## src/rtl/imem_loader_pkg.sv

```systemverilog
// Shared types and constants for the instruction-memory loader.
// The state enum lives here so every slice of the loader agrees on it.
package imem_loader_pkg;

   typedef enum logic [2:0] {
      IDLE,
      COUNT,
      DATA,
      WRITE,
      CHECK
   } state_t;

   localparam int MAX_WORDS      = 128;
   localparam int BYTES_PER_WORD = 4;

endpackage

```

## src/rtl/imem_loader_word_assembler.sv

```systemverilog
// Little-endian byte-to-word assembler for the loader.
// word is the completed word in the cycle its final byte sits on din.
module word_assembler
   import imem_loader_pkg::*;
#(
   parameter int N = 32
) (
   input  logic         clk,
   input  logic         reset,
   input  logic         clear,
   input  logic         load,
   input  logic [7:0]   din,
   output logic [N-1:0] word,
   output logic         word_full
);

   logic [N-9:0] sr;
   logic [1:0]   bcnt;

   // shift each byte in from the top; the last byte comes straight from din
   always_ff @(posedge clk or posedge reset) begin
      if (reset) begin
         sr   <= '0;
         bcnt <= '0;
      end else if (clear) begin
         sr   <= '0;
         bcnt <= '0;
      end else if (load) begin
         sr   <= {din, sr[N-9:8]};
         bcnt <= bcnt + 2'd1;
      end
   end

   assign word      = {din, sr};
   assign word_full = (bcnt == 2'(BYTES_PER_WORD - 1));

endmodule

```

## src/rtl/imem_loader.sv

```systemverilog
// Streams a counted, checksummed byte image into instruction RAM
// while holding the processor in reset.
module imem_loader
   import imem_loader_pkg::*;
#(
   parameter int N  = 32,
   parameter int AW = 7
) (
   input  logic          clk,
   input  logic          reset,
   input  logic          start,
   input  logic          abort,
   input  logic          in_valid,
   input  logic [7:0]    in_data,
   output logic          in_ready,
   output logic          we,
   output logic [AW-1:0] waddr,
   output logic [N-1:0]  wdata,
   output logic          busy,
   output logic          cpu_hold,
   output logic          done,
   output logic          err
);

   state_t       state;
   logic [AW:0]  widx;
   logic [AW:0]  nidx;
   logic [AW:0]  total;
   logic [7:0]   chk;
   logic         xfer;
   logic         kill;
   logic         asm_clear;
   logic         asm_load;
   logic         word_full;
   logic [N-1:0] word;

   assign in_ready = (state == COUNT) || (state == DATA) || (state == CHECK);
   assign kill     = abort && (state != IDLE);
   assign xfer     = in_valid && in_ready && !abort;
   assign busy     = (state != IDLE);
   assign cpu_hold = busy;
   assign waddr    = widx[AW-1:0];
   assign nidx     = widx + (AW+1)'(1);

   assign asm_clear = ((state == IDLE) && start) || kill;
   assign asm_load  = xfer && (state == DATA);

   word_assembler #(.N(N)) u_asm (
      .clk       (clk),
      .reset     (reset),
      .clear     (asm_clear),
      .load      (asm_load),
      .din       (in_data),
      .word      (word),
      .word_full (word_full)
   );

   // load sequencer: count byte, data words, then the checksum byte
   always_ff @(posedge clk or posedge reset) begin
      if (reset) begin
         state <= IDLE;
         widx  <= '0;
         total <= '0;
         chk   <= '0;
         wdata <= '0;
         we    <= 1'b0;
         done  <= 1'b0;
         err   <= 1'b0;
      end else begin
         we   <= 1'b0;
         done <= 1'b0;
         if (kill) begin
            state <= IDLE;
            err   <= 1'b1;
         end else begin
            case (state)
               IDLE: begin
                  if (start) begin
                     state <= COUNT;
                     err   <= 1'b0;
                     widx  <= '0;
                     chk   <= '0;
                  end
               end
               COUNT: begin
                  if (xfer) begin
                     if (in_data > 8'd128) begin
                        err   <= 1'b1;
                        state <= IDLE;
                     end else begin
                        if (in_data == 8'd0)
                           total <= (AW+1)'(MAX_WORDS);
                        else
                           total <= (AW+1)'(in_data);
                        state <= DATA;
                     end
                  end
               end
               DATA: begin
                  if (xfer) begin
                     chk <= chk ^ in_data;
                     if (word_full) begin
                        wdata <= word;
                        we    <= 1'b1;
                        state <= WRITE;
                     end
                  end
               end
               WRITE: begin
                  widx  <= nidx;
                  state <= (nidx == total) ? CHECK : DATA;
               end
               CHECK: begin
                  if (xfer) begin
                     state <= IDLE;
                     if (in_data == chk)
                        done <= 1'b1;
                     else
                        err  <= 1'b1;
                  end
               end
               default: state <= IDLE;
            endcase
         end
      end
   end

endmodule

```

## config.mk

```make
export PLATFORM = sky130hd
export DESIGN_NAME = imem_loader
export DESIGN_NICKNAME = d
export VERILOG_FILES = /design/src/rtl/imem_loader_pkg.sv /design/src/rtl/imem_loader_word_assembler.sv /design/src/rtl/imem_loader.sv
export SDC_FILE = /design/constraint.sdc
export NUM_CORES = 1
export LEC_CHECK = 0
export CAP_MARGIN = 10
export CORE_MARGIN = 1.5
export CORE_UTILIZATION = 57
export DETAILED_ROUTE_END_ITERATION = 10
export DONT_BUFFER_PORTS = 1
export PLACE_DENSITY = 0.77
export SLEW_MARGIN = 20
export SYNTH_ARGS = -nofsm -noshare
export SYNTH_HDL_FRONTEND = slang
export SYNTH_SLANG_ARGS = --single-unit
```

## constraint.sdc

```tcl
create_clock -name clk -period 4.2 [get_ports clk]
set_input_delay 0.63 -clock clk [delete_from_list [all_inputs] [get_ports clk]]
set_output_delay 0.63 -clock clk [all_outputs]
set_load 0.005 [all_outputs]
```

==> run summary <==
Pwr Density - 436 nW/um2
Clock Sinks - 88
ranking of synthesized cells by area - dfrtp_1 53%, mux2_4 13%, o21ai_0 4.2%
Post-Syn Area - 4140 um2
post-synthesis cell type with the largest combined area - dfrtp_1
Setup TNS - 0 ns
Max Freq - 427 MHz
crit path max fanout - 33
Post-synth EDFFs - 0
post-CTS sizing - 0
Layout Skew - 0.00618 ns
Final nets - 348
worst-case clock buffer depth - 2
setup bufs post-CTS - 0
Syn-to-layout area delta - 2.99%
layout cells sized above 1 - 19.5%
Routed Antenna Nets - 0
worst path arrival time - 2.59 ns
status - completed
syn_nets - 359
Root Buffer Master - clkbuf_8
cell count after synthesis - 344
kind of start point of the critical path - flop
Clock transition at path regs - 0.09 ns
Slew Limit Fails - 0
RePlAce Congestion - 0.916
Cell Chain, Critical Path - nor2b_1 -> nand2_1 -> nor2_8 -> nand2_4 -> mux2_4
I/O pins - 58
first-pass GRT wire length - 12,800 um
initial antenna violation count - 0
syn avg cell area - 12.0 um2
Rel. slew slack - 37.2%
starting density of the core - 59.9%
commonest non-fill, non-tap cell in the layout - dfrtp_1
final wirelength - 7680 um
minimum clock period - 2.34 ns
static leakage - 2.16 nW
vias in the first global route - 2,592
Synth top area share - 53.2%
Util after Layout - 61.7%
hold_buf cts - 0
Hold Fails Final Rpt - 0
critical path class - flop to flop
Hold Path Class - input pin to async pin
Filler Cell Count - 574
Vias/cell - 5.93
First-pass DRT Iterations - 5
Critical Path RT - 4.44 ns
# setup viols final - 0
port bufs - 0
pin count of the biggest net entering global routing - 57
Chip Width - 88.2 um
VDD IR max - 0.000197 V
Site Rows - 30
Yosys warning count - 0
worst-margin pin slew - 0.941 ns
Max Cap Viol - 0
unrepaired setup endpoints after global routing - false
H-tree depth - 3
# DRC - 0
most frequent cells in the layout - 88 x dfrtp_1, 40 x nand2_1, 36 x mux2_4
initial drt markers - 181
DIE AREA - 7780 um2
DIE HEIGHT - 88.2 um
core area - 6910 um2
Final HPWL DP - 5190 um
slowest stage delay, CP - 0.57 ns
area of the multi-input gates - 1720 um2
n_diodes - 0
CP max stage cell - dfrtp_1
Post-synth top flop - dfrtp_1
GR Util All Layers - 21.7%
Register Area - 2200 um2
flops & latches, synth - 88
Async S/R FF share, synth - 100%
fin crit share - 55.7%
total grt overflow - 0
CTS tree - done
Skew-Pair Late Insertion Delay - 0.36 ns
sequential fraction of the synthesis area - 53.2%
Worst setup EP type - flop
via count - 2,574
synth unique cells - 41
CTS Buf Count - 9
Routed wire per std cell - 17.7 um
metal layers:
| metal | wire, um | vias up | GRT usage, % |
|---|---|---|---|
| met1 | 3600 | 1301 | 31.0 |
| li1 | - | 1187 | - |
| met4 | 161 | 0 | 10.5 |
| met3 | 399 | 12 | 4.76 |
| met2 | 3520 | 74 | 31.6 |
| met5 | 0 | - | 0 |
kinds of logic (layout without fill, tap and decap cells):
kind of cell               Yosys count  in the layout  share of synthesized area [%]
xor gates and xnor gates            18             18                           3.81
muxes                               42             42                           14.7
adders and majority gates            2              2                          0.604
buffers and inverters               31             25                           5.38
AOI/OAI and AO/OA                   76             76                           12.1
DFF                                 88             88                           53.2
and+or+nand+nor                     87             87                           10.2
final cells by class:
class | instances | share of cell area, %
Sequential cell | 88 | 51.6
Tap cell | 96 | 2.82
Inverter | 8 | 0.734
Clock inverter | 6 | 1.23
Clock buffer | 10 | 2.99
Multi-Input combinational cell | 225 | 40.4
Timing Repair Buffer | 1 | 0.176
per-stage QoR:
stage	hold slack [ns]	power (mW)	worst slack, ns	cells	area [um2]
after global placement	0.485	1.31	1.92	418	4080
after CTS	0.323	1.87	1.87	434	4260
after detailed placement	0.491	1.33	1.84	418	4080
after floorplan	0.464	1.29	1.29	344	4140
final	0.333	1.86	1.86	434	4260
after global routing	0.318	1.96	1.67	434	4260
cells in the mapped netlist (2+ instances only):
cell type,n
nand3_1,5
a2111oi_0,4
buf_4,9
xnor2_1,6
buf_2,4
nor4_1,2
nor2_1,17
nor3_1,4
a21o_1,2
dfrtp_1,88
and3_1,3
xor2_1,12
o31ai_1,3
mux2_2,6
a31oi_1,4
a22o_1,17
ha_1,2
nor2b_1,3
a21oi_1,6
mux2_4,36
inv_1,8
nand2_1,40
or2_1,2
buf_6,9
o21ai_0,35
nand4_1,2
flip-flops by register name (all words and copies together) (netlist names):
register	flops
state	3
err	1
widx	8
we	1
total	8
chk	8
u_asm.bcnt	2
wdata	32
u_asm.sr	24
done	1
path summary, 6_finish.rpt:
| path | start | end | slack, ns | cells past startpoint |
|---|---|---|---|---|
| max | state[1] | wdata[5] | 1.86 | 5 |
| min | reset | widx[6] | 0.33 | 1 |
| max reg2reg | state[1] | wdata[5] | 1.86 | 5 |
| min reg2reg | widx[7] | widx[7] | 0.51 | 1 |
| max in group asynchronous | reset | chk[5] | 2.93 | 2 |
| min in group clk | abort | done | 0.33 | 1 |
power by group:
group	total, mW	switching (mW)	internal [mW]	leakage [nW]
Combinational	0.346	0.198	0.148	0.865
Clock	0.535	0.312	0.223	0.0850
Sequential	0.978	0.0735	0.904	1.21
Total	1.86	0.583	1.28	2.16
critical path, delay by kind of cell, from the launching register on:
kind             cells  cell delay, ns
AND/OR/NAND/NOR      4            1.19
flip-flops           1            0.57
multiplexers         1            0.42
Power figures use the tool's default switching activity.
